$ cat src/rtl/video_dma_pkg.sv
// Shared types and widths for the video DMA fetch handshake (initiator and responder sides).
`default_nettype none

package video_dma_pkg;

  localparam int SRC_ADDR_W = 16;
  localparam int LEN_W      = 16;

  typedef enum logic [1:0] {
    ST_IDLE    = 2'd0,
    ST_RD_REQ  = 2'd1,
    ST_RD_WAIT = 2'd2,
    ST_DONE    = 2'd3
  } fetch_state_e;

endpackage

`default_nettype wire

$ cat src/rtl/video_dma_fetch_responder.sv
// Responder end of the video DMA fetch: reads a descriptor's beats from memory one at a
// time, writes each into video RAM, then completes with a four-phase ack plus error flag.
`default_nettype none

module video_dma_fetch_responder
  import video_dma_pkg::*;
#(
  parameter int DATA_WIDTH    = 64,
  parameter int VIDEOMEM_SIZE = 18
) (
  input  logic                     clk,
  input  logic                     rst,
  input  logic                     fetch_req,
  input  logic [SRC_ADDR_W-1:0]    read_from,
  input  logic [LEN_W-1:0]         length_data,
  input  logic [VIDEOMEM_SIZE-1:0] write_to,
  output logic                     fetch_ack,
  output logic                     fetch_err,
  output logic                     busy,
  output logic                     mem_rd_req,
  output logic [SRC_ADDR_W-1:0]    mem_rd_addr,
  input  logic                     mem_rd_gnt,
  input  logic                     mem_rd_valid,
  input  logic [DATA_WIDTH-1:0]    mem_rd_data,
  input  logic                     mem_rd_err,
  output logic                     vmem_we,
  output logic [VIDEOMEM_SIZE-1:0] vmem_addr,
  output logic [DATA_WIDTH-1:0]    vmem_wdata
);

  fetch_state_e             state_q, state_d;
  logic [SRC_ADDR_W-1:0]    src_q, src_d;
  logic [VIDEOMEM_SIZE-1:0] dst_q, dst_d;
  logic [LEN_W-1:0]         rem_q, rem_d;
  logic                     ack_q, ack_d;
  logic                     err_q, err_d;
  logic                     busy_q, busy_d;
  logic                     rdreq_q, rdreq_d;
  logic [SRC_ADDR_W-1:0]    rdaddr_q, rdaddr_d;
  logic                     we_q, we_d;
  logic [VIDEOMEM_SIZE-1:0] vaddr_q, vaddr_d;
  logic [DATA_WIDTH-1:0]    wdata_q, wdata_d;

  always_ff @(posedge clk or posedge rst) begin
    if (rst) begin
      state_q  <= ST_IDLE;
      src_q    <= '0;
      dst_q    <= '0;
      rem_q    <= '0;
      ack_q    <= 1'b0;
      err_q    <= 1'b0;
      busy_q   <= 1'b0;
      rdreq_q  <= 1'b0;
      rdaddr_q <= '0;
      we_q     <= 1'b0;
      vaddr_q  <= '0;
      wdata_q  <= '0;
    end else begin
      state_q  <= state_d;
      src_q    <= src_d;
      dst_q    <= dst_d;
      rem_q    <= rem_d;
      ack_q    <= ack_d;
      err_q    <= err_d;
      busy_q   <= busy_d;
      rdreq_q  <= rdreq_d;
      rdaddr_q <= rdaddr_d;
      we_q     <= we_d;
      vaddr_q  <= vaddr_d;
      wdata_q  <= wdata_d;
    end
  end

  always_comb begin
    state_d = state_q;
    src_d   = src_q;
    dst_d   = dst_q;
    rem_d   = rem_q;
    err_d   = err_q;
    we_d    = 1'b0;
    vaddr_d = vaddr_q;
    wdata_d = wdata_q;

    case (state_q)
      ST_IDLE: begin
        if (fetch_req) begin
          src_d   = read_from;
          dst_d   = write_to;
          rem_d   = length_data;
          err_d   = 1'b0;
          state_d = (length_data == '0) ? ST_DONE : ST_RD_REQ;
        end
      end
      ST_RD_REQ: begin
        if (mem_rd_gnt) begin
          state_d = ST_RD_WAIT;
        end
      end
      ST_RD_WAIT: begin
        // An error beat wins over its data: nothing is written for it.
        if (mem_rd_valid) begin
          if (mem_rd_err) begin
            err_d   = 1'b1;
            state_d = ST_DONE;
          end else begin
            we_d    = 1'b1;
            vaddr_d = dst_q;
            wdata_d = mem_rd_data;
            src_d   = src_q + SRC_ADDR_W'(1);
            dst_d   = dst_q + VIDEOMEM_SIZE'(1);
            rem_d   = rem_q - LEN_W'(1);
            state_d = (rem_q == LEN_W'(1)) ? ST_DONE : ST_RD_REQ;
          end
        end
      end
      ST_DONE: begin
        if (!fetch_req) begin
          err_d   = 1'b0;
          state_d = ST_IDLE;
        end
      end
      default: state_d = ST_IDLE;
    endcase

    // Request and address follow the next state so the request drops right after its grant.
    ack_d    = (state_q == ST_DONE) && fetch_req;
    busy_d   = (state_d != ST_IDLE);
    rdreq_d  = (state_d == ST_RD_REQ);
    rdaddr_d = rdreq_d ? src_d : rdaddr_q;
  end

  assign fetch_ack   = ack_q;
  assign fetch_err   = err_q;
  assign busy        = busy_q;
  assign mem_rd_req  = rdreq_q;
  assign mem_rd_addr = rdaddr_q;
  assign vmem_we     = we_q;
  assign vmem_addr   = vaddr_q;
  assign vmem_wdata  = wdata_q;

endmodule

`default_nettype wire

$ cat config.mk
export PLATFORM = sky130hd
export DESIGN_NAME = video_dma_fetch_responder
export DESIGN_NICKNAME = d
export VERILOG_FILES = /design/src/rtl/video_dma_pkg.sv /design/src/rtl/video_dma_fetch_responder.sv
export SDC_FILE = /design/constraint.sdc
export NUM_CORES = 1
export LEC_CHECK = 0
export CAP_MARGIN = 20
export CORE_ASPECT_RATIO = 0.8
export CORE_MARGIN = 1
export CORE_UTILIZATION = 43
export DETAILED_ROUTE_END_ITERATION = 10
export GPL_TIMING_DRIVEN = 0
export PLACE_DENSITY = 0.77
export SETUP_SLACK_MARGIN = 0.5
export SLEW_MARGIN = 30
export SYNTH_ARGS = -nofsm -noshare
export SYNTH_HDL_FRONTEND = slang
export SYNTH_SLANG_ARGS = --single-unit
$ cat constraint.sdc
create_clock -name clk -period 5.41 [get_ports clk]
set_clock_uncertainty 0.1 [all_clocks]
set_input_delay 1.082 -clock clk [delete_from_list [all_inputs] [get_ports clk]]
set_output_delay 1.082 -clock clk [all_outputs]
set_load 0.02 [all_outputs]
# Yosys cells after proc, flatten, opt, wreduce, memory -nomap -nowiden
# Index checks and enable logic that the tools add are counted.
# op_classes
add_sub_neg,3
mul,0
n_div,0
magnitude_cmp,0
eq_ne,10
shift,0
mux,28
bitwise,1
reduce_logical,9
# ops
operator,count
$mux 16,6
$pmux 16 s2,2
$mux 18,3
$pmux 18 s2,1
$add 18x1->18 const B,1
$add 16x1->16 const B,1
$eq 16x1->1 const B,1
$logic_not 16->1,1
$sub 16x1->16 const B,1
$mux 2,7
$ne 2x2->1 const B,5
$pmux 2 s4,1
$mux 1,7
$reduce_and 5->1,1
$eq 2x1->1 const B,2
$eq 2x2->1 const B,2
$reduce_and 4->1,1
$reduce_bool 2->1,2
$pmux 1 s3,1
$reduce_and 3->1,1
$reduce_bool 3->1,1
$logic_not 2->1,1
$logic_and 1x1->1,1
$not 1->1,1
# word_totals
ff_bits,155
latch_bits,0
ramBits,0
romBits,0
input_bits,120
word_cells,63
memories,0

# Longest topological paths before layout
# depth
depth_word,6
ltp_mapped,10
depth_no_buf,7

# Worst setup path after synthesis
# No wires, ideal clock.
# synth_timing
path_type,input -> register
from,in mem_rd_err
to,"reg rdaddr_q[15], in the netlist mem_rd_addr[15]"
setup_ps,65
arrival_time_ps,2397
setup_slack_ps,2848
cell_stages,6
n_path_buf,1
cell_sequence,and4b_1 -> clkbuf_1 -> nand3_1 -> or4_1 -> nand3_1 -> mux2_2
# synth_lines
element,line_no,source
"start, declared",video_dma_fetch_responder.sv:25,"input logic mem_rd_err,"
$mux 16,video_dma_fetch_responder.sv:102,if (mem_rd_err) begin
$mux 16,video_dma_fetch_responder.sv:101,if (mem_rd_valid) begin
$pmux 16 s2,video_dma_fetch_responder.sv:84,case (state_q)
net src_d[15],video_dma_fetch_responder.sv:32,"logic [SRC_ADDR_W-1:0] src_q, src_d;"
"end signal, assigned",video_dma_fetch_responder.sv:67,rdaddr_q <= rdaddr_d;
"end, declared",video_dma_fetch_responder.sv:39,"logic [SRC_ADDR_W-1:0] rdaddr_q, rdaddr_d;"
# The timed path passes the listed nets, and every way through them passes these cells.
# A chain may end at the register's enable or synchronous reset.

# Worst setup path after layout
# layout_timing
from,in mem_rd_err
to,"reg vaddr_q[1], in the netlist vmem_addr[1]"
# layout_via
elab_chain_len,2
# layout_rtl
element,line_no,source
$not 1->1 (no source line),-,
$reduce_and 3->1 (no source line),-,
"end signal, assigned",video_dma_fetch_responder.sv:69,vaddr_q <= vaddr_d;
"end, declared",video_dma_fetch_responder.sv:41,"logic [VIDEOMEM_SIZE-1:0] vaddr_q, vaddr_d;"
# No other way between the ends.

==> flow_summary.yaml <==
cts:
  post_cts_buffers: 0
  clkTransAtPathRegs_ns: 0.07
  cts_resized: 0
  clock_sinks: 155
  cts_max_level: 4
  cts_buffer_depth: 2
  clockRootBuffer: "clkbuf_16"
  cts_buffers: 17
  cts_tree: "done"
  clk_latency_ns: 0.43
  ctsHoldBuffers: 0
critical_path:
  crit_fanout: 10
  cp.required_ns: 5.67
  end_kind: "flip-flop"
  crit_type: "input pin to flip-flop"
  crit_arrival_ns: 3.46
  start_kind: "input pin"
floorplan:
  core_mm2: 0.01655
  io_pins: 223
  die_w_um: 147.3
  die-area_mm2: 0.01742
  rows: 42
  initial_core_util_pct: 43.89
  die_y_um: 118.3
layout:
  finalNetCount: 1020
  antenna_cells: 0
  num-fill-cells: 1338
  final_common_cell: "clkdlybuf4s50_1"
  layout-drive-gt1-share_pct: 17.02
  final_cell_mix: "222 x clkdlybuf4s50_1, 155 x dfrtp_1, 92 x mux2_2, 81 x nand2_1, 36 x a21oi_1"
  instances_no_fill: 1125
  area_growth_pct: 44.30
grt:
  grtUsageTotal_pct: 23.99
  grt_first_pass_wirelength_um: 32390
  grt_pass1_vias: 6175
  grt_max_degree: 29
  grt-ovfl-total: 0
  antenna_found_initial: 1
power_and_ir_drop:
  p_per_area_mw_per_mm2: 599.6
  power_frac_comb_pct: 46.2
  ir_drop_mv: 0.3429
  p_leak_nw: 4.420
  power_w: 0.006285
  p_int_w: 0.003861
  seq_power_share_pct: 34.8
  power.net_switching_w: 0.002424
  pwr-share-clk_pct: 18.9
  p_sw_share_pct: 38.57
drt:
  post_drt_wl_per_cell_um: 18.12
  post-route-drc-count: 0
  antenna_left: 0
  post_drt_via_cell_ratio: 5.472
  drt_pre_antenna_iters: 6
  vias: 6156
  wl_um: 20390
  drtIter0Drc: 455
logic_synthesis:
  synth-seq-cells: 155
  synth.distinct_cells: 53
  syn_avg_cell_area_um2: 11.26
  netlist.area_leader.share_pct: 53.39
  synth_edf_count: 0
  syn_area_mm2: 0.007264
  ys.flop_type: "dfrtp_1"
  syn_inst: 645
  ys_seq_area_share_pct: 53.39
  synth_top_cells_by_area: "dfrtp_1 53%, mux2_2 14%, nand2_1 4.2%, a21oi_1 2.5%, mux2i_1 2.3%"
  synth_warnings: 0
  async_reset_ff_share_pct: 100.0
  yosysTopAreaCell: "dfrtp_1"
  syn_nets: 773
hold_path:
  hp-class: "flip-flop to flip-flop"
timing:
  tightest_slew_ns: 0.6465
  hold_viol: 0
  slew_violations: 0
  setup_tns_ns: 0
  post-route-min-period_ns: 3.200
  fmax_ghz: 0.3125
  layout_setup_ws_ns: 2.210
  rsz0062_at_grt: "false"
  relSlewSlack_pct: 56.74
  fin_crit_sh_pct: 59.15
  setup_viol: 0
job:
  cap_violations: 0
placement:
  dp_cells: 1093
  hpwl_um: 15010
  routabilityCongestion: 0.8986
  io_buffers: 222
  post-place-ws_ns: 1.675
outcome:
  status: "finished clean"
-- critical path, cell delays in order --
cell,delay (ns)
clkdlybuf4s50_1,0.62
nor2b_1,0.15
nand2_1,0.11
clkbuf_1,0.44
clkbuf_1,0.45
clkbuf_1,0.42
nand2_1,0.11
nand2_1,0.08
-- state kept, by name (all words and copies together) (netlist names), 2 cells and up --
signal / cells
dst_q: 18
rem_q: 16
state_q: 2
vmem_addr: 18
vmem_wdata: 64
src_q: 16
mem_rd_addr: 16
-- per-stage QoR --
stage               util, %  hold WS (ns)  instance area [um2]
floorplan                 -        0.3617                 7268
global placement      58.99        0.3626                 9766
detailed placement    59.81        0.3622                 9901
CTS                   63.33        0.3855                10480
global route          63.33        0.4073                10480
finish                63.33        0.3777                10480
-- Yosys cell counts, types with 4 or more instances --
cell type  number
dfrtp_1       155
mux2_2         92
nand2_1        81
a21oi_1        36
o21ai_0        31
nand3_1        29
clkbuf_1       22
o22ai_1        20
a22oi_1        18
mux2i_1        17
inv_1          12
nor2_1         12
xor2_1          9
ha_1            8
nand4_1         8
nor4_1          8
and3_1          6
nor3_1          6
or4_1           6
clkbuf_8        5
nand2b_1        5
buf_2           4
o211ai_1        4
-- final cells by class --
cell class	instances	area (um2)	area share, %
buffer	37	212.7	2.029
tap	220	275.3	2.626
sequential	155	3879	37.00
inverter	12	48.80	0.4655
clock inverter	13	128.9	1.229
timing repair buffer	228	2357	22.49
clock buffer	19	452.9	4.321
multi-input combinational	441	3128	29.84
-- worst paths after layout --
path,from,endpoint,slack (ns),depth (start not counted)
setup reg to reg,state_q[0]$_DFF_PP0_,vmem_addr[1]$_DFFE_PP0P_,2.61,9
min in group asynchronous,rst,vmem_wdata[43]$_DFFE_PP0P_,0.92,2
setup / recovery,mem_rd_err,vmem_addr[1]$_DFFE_PP0P_,2.21,8
hold reg to reg,vmem_addr[2]$_DFFE_PP0P_,vmem_addr[2]$_DFFE_PP0P_,0.38,2
max in group asynchronous,rst,src_q[7]$_DFF_PP0_,3.62,4
hold / removal,vmem_addr[2]$_DFFE_PP0P_,vmem_addr[2]$_DFFE_PP0P_,0.38,2
-- power by group through the flow --
stage	Clock, W	Sequential (W)	Combinational, W
after global placement	0	0.00216	0.00285
after CTS	0.00121	0.00218	0.00292
after detailed placement	0	0.00219	0.00290
final	0.00119	0.00219	0.00291
after floorplan	0	0.00258	0.00122
after global routing	0.00125	0.00227	0.00311
-- layer usage --
metal / share of wire (%) / track usage [%] / vias up
met5: 0 / 0 / -
met4: 1.7 / 7.796 / 0
met3: 10 / 8.571 / 28
met2: 47 / 37.35 / 269
met1: 41 / 31.08 / 3014
li1: - / - / 2845
-- cell families (layout without fill, tap and decap cells) --
family / after synthesis / in the layout / synth area share [%]
compound gates: 129 / 129 / 11.06
simple gates: 185 / 185 / 12.81
xor+xnor: 10 / 10 / 1.206
fa+ha+maj: 8 / 8 / 1.378
buf+inv: 49 / 309 / 3.548
flops: 155 / 155 / 53.39
mux: 109 / 109 / 16.60
(Power assumes the default switching activity.)
